--- config.mk ---
export PLATFORM = sky130hd
export DESIGN_NAME = fila_dados
export DESIGN_NICKNAME = d
export VERILOG_FILES = /design/src/rtl/fila_dados.sv
export SDC_FILE = /design/constraint.sdc
export NUM_CORES = 1
export LEC_CHECK = 0
export CAP_MARGIN = 20
export CORE_MARGIN = 1.5
export CORE_UTILIZATION = 62
export CTS_BUF_LIST = sky130_fd_sc_hd__clkbuf_16
export DETAILED_ROUTE_END_ITERATION = 7
export DONT_BUFFER_PORTS = 1
export GPL_ROUTABILITY_DRIVEN = 0
export PLACE_DENSITY = 0.89
export REMOVE_ABC_BUFFERS = 1
export SYNTH_ARGS = -nofsm -noshare
export SYNTH_HDL_FRONTEND = slang
export SYNTH_SLANG_ARGS = --single-unit
--- constraint.sdc ---
create_clock -name clock_10KHz -period 2.4 [get_ports clock_10KHz]
set_input_delay 0.72 -clock clock_10KHz [delete_from_list [all_inputs] [get_ports clock_10KHz]]
set_output_delay 0.72 -clock clock_10KHz [all_outputs]
set_load 0.05 [all_outputs]
--- src/rtl/fila_dados.sv ---
// Circular FIFO behind the 8-bit deserializer: ack handshake on the write side, pop-on-request read side.
// Optional sticky error flag err_out is built when FILA_ERR_EN is defined.
`timescale 1ns/1ps
module fila_dados #(
    parameter int unsigned WIDTH = 8,
    parameter int unsigned DEPTH = 8,
    parameter int unsigned LEN_W = 4
) (
    input  logic             clock_10KHz,
    input  logic             reset,
    input  logic [WIDTH-1:0] data_in,
    input  logic             data_ready_in,
    output logic             ack_out,
    input  logic             dequeue_in,
    output logic [WIDTH-1:0] data_out,
    output logic [LEN_W-1:0] len_out,
    output logic             full_out,
    output logic             empty_out
`ifdef FILA_ERR_EN
    ,
    output logic             err_out
`endif
);

    localparam int unsigned PtrW = (DEPTH > 1) ? $clog2(DEPTH) : 1;

    typedef enum logic [0:0] {
        StIdle,
        StAck
    } state_e;

    state_e           state_q;
    logic             ack_q;
    logic [WIDTH-1:0] mem_q [DEPTH];
    logic [PtrW-1:0]  head_q;
    logic [PtrW-1:0]  tail_q;
    logic [LEN_W-1:0] len_q;
    logic [LEN_W-1:0] len_d;
    logic             full_q;
    logic             empty_q;
    logic [WIDTH-1:0] data_out_q;
    logic             enq;
    logic             deq;

    // Both requests are judged against the flags as they stood at the start of the cycle.
    assign enq = (state_q == StIdle) && data_ready_in && !full_q;
    assign deq = dequeue_in && !empty_q;

    always_comb begin
        len_d = len_q;
        unique case ({enq, deq})
            2'b10:   len_d = len_q + LEN_W'(1);
            2'b01:   len_d = len_q - LEN_W'(1);
            default: len_d = len_q;
        endcase
    end

    // Input handshake FSM; StAck blocks a second write until data_ready_in falls.
    always_ff @(posedge clock_10KHz or negedge reset) begin
        if (!reset) begin
            state_q <= StIdle;
            ack_q   <= 1'b0;
        end else begin
            case (state_q)
                StIdle: begin
                    if (enq) begin
                        state_q <= StAck;
                        ack_q   <= 1'b1;
                    end
                end
                StAck: begin
                    if (!data_ready_in) begin
                        state_q <= StIdle;
                        ack_q   <= 1'b0;
                    end
                end
                default: begin
                    state_q <= StIdle;
                    ack_q   <= 1'b0;
                end
            endcase
        end
    end

    always_ff @(posedge clock_10KHz or negedge reset) begin
        if (!reset) begin
            head_q     <= '0;
            tail_q     <= '0;
            len_q      <= '0;
            full_q     <= 1'b0;
            empty_q    <= 1'b1;
            data_out_q <= '0;
        end else begin
            if (enq) begin
                tail_q <= tail_q + PtrW'(1);
            end
            if (deq) begin
                head_q     <= head_q + PtrW'(1);
                data_out_q <= mem_q[head_q];
            end
            len_q   <= len_d;
            full_q  <= (len_d == LEN_W'(DEPTH));
            empty_q <= (len_d == '0);
        end
    end

    // Storage needs no reset; occupancy alone decides which entries are meaningful.
    always_ff @(posedge clock_10KHz) begin
        if (enq) begin
            mem_q[tail_q] <= data_in;
        end
    end

    assign ack_out   = ack_q;
    assign data_out  = data_out_q;
    assign len_out   = len_q;
    assign full_out  = full_q;
    assign empty_out = empty_q;

`ifdef FILA_ERR_EN
    logic [1:0] stall_cnt_q;
    logic       err_q;
    logic       stall;

    assign stall = (state_q == StIdle) && data_ready_in && full_q;

    // Error fires on the fourth consecutive stalled cycle, or on any pop of an empty queue.
    always_ff @(posedge clock_10KHz or negedge reset) begin
        if (!reset) begin
            stall_cnt_q <= '0;
            err_q       <= 1'b0;
        end else begin
            if (!stall) begin
                stall_cnt_q <= '0;
            end else if (stall_cnt_q != 2'd3) begin
                stall_cnt_q <= stall_cnt_q + 2'd1;
            end
            if ((dequeue_in && empty_q) || (stall && (stall_cnt_q == 2'd3))) begin
                err_q <= 1'b1;
            end
        end
    end

    assign err_out = err_q;
`endif

endmodule

# == Yosys cells after proc, flatten, opt, wreduce, memory -nomap -nowiden ==
# Memory sizes are Yosys's and may differ from the RTL's. A register that Yosys moved wholly into a read port is not among the register bits.
# Cells that the tools add are included.
# totals
register_bits,14
ramBits,64
inputBits,12
out_inout_bits,15
word_cells,34
memories,1
# mem_list
memory,depth,word_bits,rd,rd_ports_with_merged_regs,write_ports,line,rtl
mem_q,8,8,1,1,1,34,logic [WIDTH-1:0] mem_q [DEPTH];
# classes
n_addsub,4
n_eq_ne,5
n_mux,8
n_bitwise,1
n_reduce_logical,8
# op_table
operator,count
one-hot mux 4 bit (2 select lines),1
"adder 3 x 1 -> 3 bit, second input constant",2
2-to-1 mux 1 bit,5
"adder 4 x 1 -> 4 bit, second input constant",1
"equality test 4 bit, second input constant",1
zero test 4 bit,1
"inequality test 2 bit, second input constant",2
one-hot mux 1 bit (2 select lines),2
"subtractor 4 x 1 -> 4 bit, second input constant",1
logical AND 1 bit,3
zero test 1 bit,3
"equality test 2 x 1 -> 1 bit, second input constant",1
"equality test 2 bit, second input constant",1
AND reduction 2 bit,1
NOT 1 bit,1

# == Logic depth before layout (Yosys ltp) ==
# Gate-level depths: netlist (run 1).
# logic_depth
ltp_word,6
ltp_mapped,10
mapped_depth_nobuf,10

# == Worst setup path after synthesis (run 1) ==
# Ideal clock, no wire load.
# synth_timing
path_kind,input -> register
startpoint,input port data_ready_in
endpoint,memory mem_q[0][0] (enable)
setup_ns,0.395
arrival_ns,1.979
t_required_ns,2.005
slack_ns,0.026
path_stages,3
path_buffers,0
cell_sequence,nor3b_4 -> inv_2 -> nor4_1
# synth_between
elab_chain_cells,4
# synth_lines
item,line,rtl
start: declaration,12,"input logic data_ready_in,"
logical AND 1 bit (2 in series),46,assign enq = (state_q == StIdle) && data_ready_in && !full_q;
2-to-1 mux 1 bit,109,if (enq) begin
2-to-1 mux 1 bit (implied by the code),110,mem_q[tail_q] <= data_in;
end: declaration,34,
# Every way passes these cells.

# == Worst setup path after layout (run 1) ==
# layout_timing
startpoint,register empty_q (netlist: empty_out)
endpoint,register full_q (netlist: full_out)
# layout_between
elab_chain_cells,5
word_cells_on_any_way,6
cone_classes,eq/ne (3); mux (1); reduce/logical (2)
# layout_lines
item,line,rtl
start: declaration,40,logic empty_q;
start signal: assignment,103,empty_q <= (len_d == '0);
zero test 1 bit (*),47,assign deq = dequeue_in && !empty_q;
logical AND 1 bit (*),47,
equality test 2 x 1 -> 1 bit or equality test 2 bit (tied branches),51,"unique case ({enq, deq})"
one-hot mux 4 bit (2 select lines) (*),51,
named net len_d[3],38,logic [LEN_W-1:0] len_d;
equality test 4 bit (*),102,full_q <= (len_d == LEN_W'(DEPTH));
end signal: assignment,102,
end: declaration,39,logic full_q;
# The timed path passes the listed nets; every way through them passes the cells marked *.
# A chain may end at the register's enable or synchronous reset.

==> metrics.yaml, run 1 <==
vias: 1821
grt_max_degree: 23
dp.cells: 281
clk_path_buf_depth: 2
synth_simple_gate_area_share_pct: 7.25
status: "complete, no violations"
dp_hpwl_um: 3760
clk_latency_ns: 0.33
crit_required_ns: 2.66
ir_drop_v: 0.000681
setup_viol: 0
cts_root_buf: "clkbuf_16"
insertedDiodeCount: 0
syn_avg_cell_area_um2: 17.5
finalWorstSetupSlack_ns: 0.256
worst-slew-pin-transition_ns: 0.750
firstDrtPassIters: 4
path_cells: "nand2b_2 > inv_1 > ha_1 > nor4b_1 > a31oi_1 > a311o_2 > o311ai_4 > nor3b_2"
portBuffers: 0
hold_ws_ns: 0.0737
grt.overflow.total: 0
cts_resized: 0
p_leak_nw: 1.44
critPathArrivalTime_ns: 2.40
cts.htree.levels: 3
grt_pass1_vias: 1834
cpPeakStageDelay_ns: 0.43
drc: 0
cts.sinks: 86
synthMuxAreaShare_pct: 12.9
path_max_fanout: 5
dpl_worst_slack_ns: 0.0792
fin_crit_sh_pct: 89.3
syn_inst: 200
hold_violations: 0
cts_setup_buffers: 0
yosys_register_bits: 86
post_drt_wl_per_cell_um: 21.0
path_clk_slew_ns: 0.07
synth_area_mm2: 0.00350
grt_setup_unrepaired: "no"
cts_buffers: 9
rows: 27
drtIter0Drc: 225
postCtsHoldBufs: 0
synth_edf_count: 64
fp.dieW_um: 78.2
area_growth_pct: 13.6
yosysWarnings: 0
grt_use_total_pct: 22.7
synth_seq_area_share_pct: 70.6
period_minus_slack_ns: 2.14
die_y_um: 78.2
worstSetupStartpointType: "register"
crit_buf_inv: 1
nNetsFinal: 236
postRouteAntennaNets: 0
viasPerCell: 6.13
layout.cells.most_common: "edfxtp_1"
slew_viol_final: 0
p_per_area_mw_per_mm2: 1270
cp_slowest_cell: "a311o_2"
slew_headroom_pct: 50.0
wl_um: 6240
async_reset_ff_share_pct: 25.6
crit_type: "register to register"
drv_cap: 0
fmax_mhz: 466
initial_utilization_pct: 64.0
grt_pass1_wl_um: 9680
end_kind: "register"
skew_ns: 0.00837
io_pins: 27
tritoncts: "done"
synthXorXnorAreaFrac_pct: 1.75
yosysUniqueCellTypes: 40
synth_fa_ha_area_share_pct: 1.43
ys.flop_type: "edfxtp_1"
layout.cells.non_filler: 297
hp-class: "input port to asynchronous set/reset pin"
synth_compound_area_share_pct: 4.14
antenna_found_initial: 0
coreArea_mm2: 0.00547
dieArea_mm2: 0.00611
cpLargestDelayFamily: "simple AND/OR/NAND/NOR gates"
drive_gt1_share_pct: 26.7
most-common-layout-cells: "64 x edfxtp_1, 21 x dfrtp_1, 19 x nand2_1"
synth_top_family_by_area: "multiplexers"
## path summary, 6_finish.rpt
check	slack (ns)	to	depth (start not counted)	from
setup / recovery	0.26	full_out	8	empty_out
hold / removal	0.07	data_out[0]	0	reset
setup reg to reg	0.26	full_out	8	empty_out
hold reg to reg	0.62	tail_q[0]	1	tail_q[0]
max in group asynchronous	2.15	empty_out	0	reset
min in group clock_10KHz	0.48	mem_q[7][7]	0	data_in[7]
## cells by family after synthesis
| logic type | after synthesis |
|---|---|
| AOI/OAI and AO/OA | 18 |
| xor gates and xnor gates | 7 |
| adders and majority gates | 4 |
| buffers and inverters | 14 |
| DFF | 86 |
| muxes | 25 |
| and+or+nand+nor | 46 |
## per-stage QoR
step           utilization, %  cell area, um^2  total power [W]  setup TNS, ns
6_report                 72.7             3980          0.00507              0
5_1_grt                  72.7             3980          0.00528              0
4_1_cts                  72.7             3980          0.00511              0
3_5_place_dp             67.2             3680          0.00370              0
3_3_place_gp             67.2             3680          0.00364              0
2_1_floorplan               -             3450          0.00334       -0.00285
## area by class of cell
cell class	count	area, um^2
clock buffers	9	225
clock inverters	7	73.8
fillers	323	1490
inverters	5	18.8
multi-input cells	100	962
flip-flops and latches	86	2470
well taps	72	90.1
repair buffers	18	135
## registers in the layout, indices dropped and copies added (netlist names)
signal / cells
ack_out: 1
data_out: 8
empty_out: 1
full_out: 1
head_q: 3
len_out: 4
mem_q: 64
state_q: 1
tail_q: 3
## power by group
group | total (W) | internal (W) | switching, W | leakage [nW]
Clock | 0.00137 | 0.000811 | 0.000561 | 0.145
Sequential | 0.00240 | 0.00185 | 0.000552 | 0.839
Combinational | 0.00130 | 0.000638 | 0.000659 | 0.451
Total | 0.00507 | 0.00330 | 0.00177 | 1.44
## synth_stat cells, types with 3 or more instances
cell type   n  area share (%)
clkbuf_1    3            0.32
nor2_1      6            0.64
ha_1        4             1.4
inv_1       4            0.43
dfrtp_1    21              15
mux4_2     16              10
nand2_1    19             2.0
nor3_1      6            0.86
o21ai_1     4            0.57
o21ai_0     5            0.71
xnor2_1     7             1.8
buf_2       3            0.43
mux2i_1     8             2.3
edfxtp_1   64              55
## layer usage
| metal | vias to the layer above | track usage [%] | wire length [um] |
|---|---|---|---|
| li1 | 807 | - | - |
| met1 | 938 | 27.6 | 2300 |
| met2 | 69 | 38.3 | 3380 |
| met3 | 7 | 5.35 | 465 |
| met4 | 0 | 11.1 | 101 |
| met5 | - | 0 | 0 |
(Power assumes the default switching activity.)
==> run 2: changes to the inputs <==
--- a/config.mk
+++ b/config.mk
@@ -14,6 +14,7 @@
 export GPL_ROUTABILITY_DRIVEN = 0
 export PLACE_DENSITY = 0.89
 export REMOVE_ABC_BUFFERS = 1
+export SLEW_MARGIN = 20
 export SYNTH_ARGS = -nofsm -noshare
 export SYNTH_HDL_FRONTEND = slang
 export SYNTH_SLANG_ARGS = --single-unit
==> results of run 2 <==
Same layout as run 1: the final DEF is identical, and so are final timing and power.
